==> src/rtl/i2s_mixer.sv <==
// i2s_mixer: captures CHANNELS I2S serial sources, mixes each slot into one
// word and retransmits it MSB-first one slot later, aligned to wsd.
//
// Parameters:
//   CHANNELS   number of serial data inputs (2 or 4)
//   WORD_W     sample width in bits (8..32)
// Ports:
//   sck        bit clock, all state changes on its rising edge
//   rst_n      asynchronous active-low reset
//   ws         word select (0 = left, 1 = right)
//   sd_in      serial data, one bit per source
//   mode       00 = ch0, 01 = XOR, 10 = signed sum, 11 = signed average
//   sd_out     mixed serial stream (one slot latency)
//   wsd        ws registered once
//   wsp        ws ^ wsd, marks a boundary edge
//   word_out   last mixed word
//   word_valid one-cycle strobe, word_out updated
//   word_side  ws value of the slot held in word_out
//   short_slot one-cycle strobe, slot had fewer than WORD_W bits
// Configuration:
//   I2S_MIX_SAT_EN defined   -> mode 10 saturates
//   I2S_MIX_SAT_EN undefined -> mode 10 wraps modulo 2^WORD_W
module i2s_mixer #(
    parameter int CHANNELS = 2,
    parameter int WORD_W   = 16
) (
    input  logic                sck,
    input  logic                rst_n,
    input  logic                ws,
    input  logic [CHANNELS-1:0] sd_in,
    input  logic [1:0]          mode,
    output logic                sd_out,
    output logic                wsd,
    output logic                wsp,
    output logic [WORD_W-1:0]   word_out,
    output logic                word_valid,
    output logic                word_side,
    output logic                short_slot
);

    localparam int CNT_W = $clog2(WORD_W + 1);
    localparam int SHIFT = (CHANNELS == 4) ? 2 : 1;
    // Just wide enough to hold the full-precision sum of all channels.
    localparam int SUM_W = WORD_W + SHIFT;

`ifdef I2S_MIX_SAT_EN
    localparam logic signed [SUM_W-1:0] SAT_MAX =
        {{(SHIFT + 1){1'b0}}, {(WORD_W - 1){1'b1}}};
    localparam logic signed [SUM_W-1:0] SAT_MIN =
        {{(SHIFT + 1){1'b1}}, {(WORD_W - 1){1'b0}}};
`endif

    logic              wsd_q, wsd_d;
    logic              armed_q, armed_d;
    logic [CNT_W-1:0]  cnt_q, cnt_d;
    logic [WORD_W-1:0] cap_q [CHANNELS];
    logic [WORD_W-1:0] cap_d [CHANNELS];
    logic [WORD_W-1:0] cap_now [CHANNELS];
    logic [WORD_W-1:0] tx_q, tx_d;
    logic [WORD_W-1:0] word_out_q, word_out_d;
    logic              word_valid_q, word_valid_d;
    logic              word_side_q, word_side_d;
    logic              short_slot_q, short_slot_d;

    logic [WORD_W-1:0]       bit_mask;
    logic [WORD_W-1:0]       xor_w;
    logic signed [SUM_W-1:0] sum_w;
    logic [WORD_W-1:0]       add_w;
    logic [WORD_W-1:0]       avg_w;
    logic [WORD_W-1:0]       mix_w;
    logic                    boundary;

    assign boundary = ws ^ wsd_q;

    // Slot bit number cnt_q lands at position WORD_W-1-cnt_q; once cnt_q
    // reaches WORD_W the mask is zero and further bits are dropped.
    // Including this edge's bit lets a boundary edge see its own last bit.
    always_comb begin
        bit_mask = {1'b1, {(WORD_W - 1){1'b0}}} >> cnt_q;
        for (int c = 0; c < CHANNELS; c++) begin
            cap_now[c] = sd_in[c] ? (cap_q[c] | bit_mask) : cap_q[c];
        end
    end

    always_comb begin
        xor_w = '0;
        sum_w = '0;
        for (int c = 0; c < CHANNELS; c++) begin
            xor_w = xor_w ^ cap_now[c];
            sum_w = sum_w + SUM_W'($signed(cap_now[c]));
        end
`ifdef I2S_MIX_SAT_EN
        if (sum_w > SAT_MAX) begin
            add_w = {1'b0, {(WORD_W - 1){1'b1}}};
        end else if (sum_w < SAT_MIN) begin
            add_w = {1'b1, {(WORD_W - 1){1'b0}}};
        end else begin
            add_w = sum_w[WORD_W-1:0];
        end
`else
        add_w = sum_w[WORD_W-1:0];
`endif
        // Dropping the low bits of a signed value floors toward -inf.
        avg_w = sum_w[SUM_W-1:SHIFT];
        unique case (mode)
            2'b00:   mix_w = cap_now[0];
            2'b01:   mix_w = xor_w;
            2'b10:   mix_w = add_w;
            default: mix_w = avg_w;
        endcase
    end

    always_comb begin
        wsd_d        = ws;
        armed_d      = armed_q;
        cnt_d        = cnt_q;
        cap_d        = cap_now;
        tx_d         = {tx_q[WORD_W-2:0], 1'b0};
        word_out_d   = word_out_q;
        word_valid_d = 1'b0;
        word_side_d  = word_side_q;
        short_slot_d = 1'b0;
        if (boundary) begin
            cnt_d   = '0;
            armed_d = 1'b1;
            for (int c = 0; c < CHANNELS; c++) begin
                cap_d[c] = '0;
            end
            // The slot cut by reset release is incomplete: drop it.
            if (armed_q) begin
                word_out_d   = mix_w;
                word_valid_d = 1'b1;
                word_side_d  = wsd_q;
                short_slot_d = (cnt_q < CNT_W'(WORD_W - 1));
                tx_d         = mix_w;
            end
        end else if (cnt_q != CNT_W'(WORD_W)) begin
            cnt_d = cnt_q + 1'b1;
        end
    end

    always_ff @(posedge sck or negedge rst_n) begin
        if (!rst_n) begin
            wsd_q        <= 1'b0;
            armed_q      <= 1'b0;
            cnt_q        <= '0;
            cap_q        <= '{default: '0};
            tx_q         <= '0;
            word_out_q   <= '0;
            word_valid_q <= 1'b0;
            word_side_q  <= 1'b0;
            short_slot_q <= 1'b0;
        end else begin
            wsd_q        <= wsd_d;
            armed_q      <= armed_d;
            cnt_q        <= cnt_d;
            cap_q        <= cap_d;
            tx_q         <= tx_d;
            word_out_q   <= word_out_d;
            word_valid_q <= word_valid_d;
            word_side_q  <= word_side_d;
            short_slot_q <= short_slot_d;
        end
    end

    assign wsd        = wsd_q;
    assign wsp        = boundary;
    assign sd_out     = tx_q[WORD_W-1];
    assign word_out   = word_out_q;
    assign word_valid = word_valid_q;
    assign word_side  = word_side_q;
    assign short_slot = short_slot_q;

endmodule

==> config.mk <==
export PLATFORM = sky130hd
export DESIGN_NAME = i2s_mixer
export DESIGN_NICKNAME = d
export VERILOG_FILES = /design/src/rtl/i2s_mixer.sv
export SDC_FILE = /design/constraint.sdc
export NUM_CORES = 1
export LEC_CHECK = 0
export CORE_UTILIZATION = 49
export CTS_CLUSTER_SIZE = 30
export DETAILED_ROUTE_END_ITERATION = 16
export GPL_TIMING_DRIVEN = 0
export PLACE_DENSITY = 0.7
export SETUP_SLACK_MARGIN = 0.2
export SLEW_MARGIN = 5
export SYNTH_ARGS = -nofsm -noshare
export SYNTH_HDL_FRONTEND = slang
export SYNTH_SLANG_ARGS = --single-unit
==> constraint.sdc <==
create_clock -name sck -period 6.44 [get_ports sck]
set_clock_uncertainty 0.1 [all_clocks]
set_input_delay 1.61 -clock sck [delete_from_list [all_inputs] [get_ports sck]]
set_output_delay 1.61 -clock sck [all_outputs]
set_load 0.01 [all_outputs]
==> metrics.cfg <==
[setup_path]
regToRegSetupSlack_ns=2.25
cp.arrival_ns=3.99
endpoint_kind=output pin
cp_slowest_cell=clkdlybuf4s50_1
critPathMaxFanout=10
required_ns=4.73
r2r_cells=12
worstReg2RegEnd=word_out[14]
slowest_delay_ns=0.64
crit_type=in -> out
path_cells=clkdlybuf4s50_1, xor2_1, clkbuf_1, clkbuf_1, clkdlybuf4s50_1
timing.rr.start=cnt_q[3]
worstSetupStartpointType=input port

[synth]
synth.distinct_cells=68
synth.area.top_cells=dfrtp_1 41%, ha_1 6.1%, a21o_1 5.5%, nor2_1 4.0%, nor2b_1 3.9%
ys_top_cells_by_count=74 x dfrtp_1, 48 x nor2_1, 33 x a21o_1
synth-edff-count=0
synth_area_per_cell_um2=9.60
netlist_area_um2=4490
ys_seq_elements=74
yosysTopAreaCell=dfrtp_1
ys_seq_area_frac=0.412
synth_cells=468
synth.top_cell.area_share=0.412
ys.flop_type=dfrtp_1
synth_fp_nets=498
synth_warnings=0
yosysMostFrequentCell=dfrtp_1
async_flop_share=1.00

[global_route]
grt_pass1_wl_um=17700
grt_max_degree=47
antenna_found_initial=0
first_global_vias=3482
gr-total-overflow=0
grtUsageTotal=0.238

[power_and_ir_drop]
pwr-share-clk=0.276
p_sw_uw=362
swShare=0.309
power_frac_comb=0.265
p_leak_uw=0.00257
powerDensity_nw_per_um2=230
p_seq_frac=0.460
vdd_drop_max_v=0.000123
internal_power_uw=808

[layout]
finalNetCount=536
finish.utilization=0.577
syn2layout_area_growth_pct=13.2
finish.instance_area_um2=5080
antennaDiodeCount=0
fin_cells=618
fillers=777
drive_above_1_share=0.0882

[floorplan]
initial_core_util=0.510
die_x_um=97.7
dieHeight_um=97.7
num_rows=34
dieArea_um2=9550
ios=29
coreArea_um2=8810

[min_path]
hold_depth=2
hold-path-endpoint=tx_q[14]
hold_class=reg -> reg
hp-start=tx_q[13]

[clock_network]
cts_buffer_depth=2
cts_setup_buffers=0
root_buffer=clkbuf_8
cts_inserted_buffers=9
clk_latency_ns=0.34
clk_pin_slew_worst_paths_ns=0.07
cts.sinks=74
ctsResizeCount=0
htree_levels=3
cts_tree=built
hold_buffers=0

[drt]
first_pass_iters=11
num_vias=3580
drcViolationCount=4
vias_per_cell=5.79
first_iter_violations=217
routed_wl_um=10600
post_drt_wl_per_cell_um=17.2
antenna_left=0

[timing]
min_period_ns=5.70
holdWs_ns=0.359
setup_tns_ns=0
period_share=0.886
max_freq_ghz=0.175
rsz0062_at_grt=no
setup_violations=0
finalHoldViolCount=0
slew_headroom=0.236
worst_pin_slew_ns=1.14
slew_violations=0

[run]
cap_violations=0

[outcome]
violations=design-rule violations
status=finished, violations left

[placed_design]
dp_hpwl_um=7910
io_buffers=26
gp_congestion=0.865
place_area_um2=4910
dp_cells=603

[worst max-delay path: cells and delay by family]
kind | cells | cell delay [ns]
buf+inv | 4 | 2.10
xor+xnor | 1 | 0.27
[placed cells by master, fill, tap and decap left out, drive strengths merged, types with 6 or more instances in the layout]
cell type	n
nand3	10
clkdlybuf4s50	25
o21ai	22
dfrtp	74
a21oi	28
mux2i	9
a31oi	6
xor2	8
nor2	49
ha	22
a21o	34
buf	6
xnor2	13
inv	21
clkbuf	35
nand2	31
nor2b	28
o21a	8
[through the flow]
| stage | power [µW] | setup slack [ns] |
|---|---|---|
| floorplan | 733 | 2.08 |
| global placement | 847 | 0.776 |
| detailed placement | 854 | 0.762 |
| CTS | 1180 | 0.757 |
| global route | 1230 | 0.617 |
| finish | 1170 | 0.736 |
[area by class of cell]
| class | count | area, µm² | area share |
|---|---|---|---|
| tap | 108 | 135 | 0.0266 |
| clock buffer | 13 | 159 | 0.0313 |
| buffer | 26 | 118 | 0.0231 |
| inverter | 21 | 78.8 | 0.0155 |
| clock inverter | 2 | 12.5 | 0.00246 |
| sequential | 74 | 1850 | 0.364 |
| multi-input combinational | 347 | 2440 | 0.481 |
| timing repair buffer | 27 | 285 | 0.0561 |
[cells by family after synthesis]
logic type                 count (synthesis)  synth area share
adders and majority gates                 23            0.0658
muxes                                     14            0.0376
DFF                                       74             0.412
AOI/OAI and AO/OA                        137             0.228
xor gates and xnor gates                  21            0.0410
and+or+nand+nor                          152             0.172
buffers and inverters                     47            0.0437
[routing by layer]
metal	track usage	wire length [µm]	up-vias
li1	-	-	1730
met1	0.324	5050	1766
met2	0.381	4890	70
met3	0.0465	485	14
met4	0.0828	185	0
met5	0	0	-
[power by group through the flow]
stage / clock, µW / sequential [µW] / combinational [µW]
floorplan: 0 / 555 / 177
global placement: 0 / 545 / 302
detailed placement: 0 / 546 / 308
CTS: 329 / 538 / 310
global route: 351 / 543 / 340
finish: 322 / 538 / 310
[worst max-delay path by stage]
stage,startpoint,endpoint,slack (ns),cells after the start
6_report,ws,wsp,0.74,5
3_3_place_gp,ws,wsp,0.78,5
2_1_floorplan,sd_in[0],tx_q[14],2.08,13
4_1_cts,ws,wsp,0.76,5
3_5_place_dp,ws,wsp,0.76,5
5_1_grt,ws,wsp,0.62,5
[flip-flops by register name (all words and copies together), names as in the netlist]
name / flops
armed_q: 1
cap_q: 32
cnt_q: 5
short_slot: 1
tx_q: 16
word_out: 16
word_side: 1
word_valid: 1
wsd: 1
(Power assumes the default switching activity.)
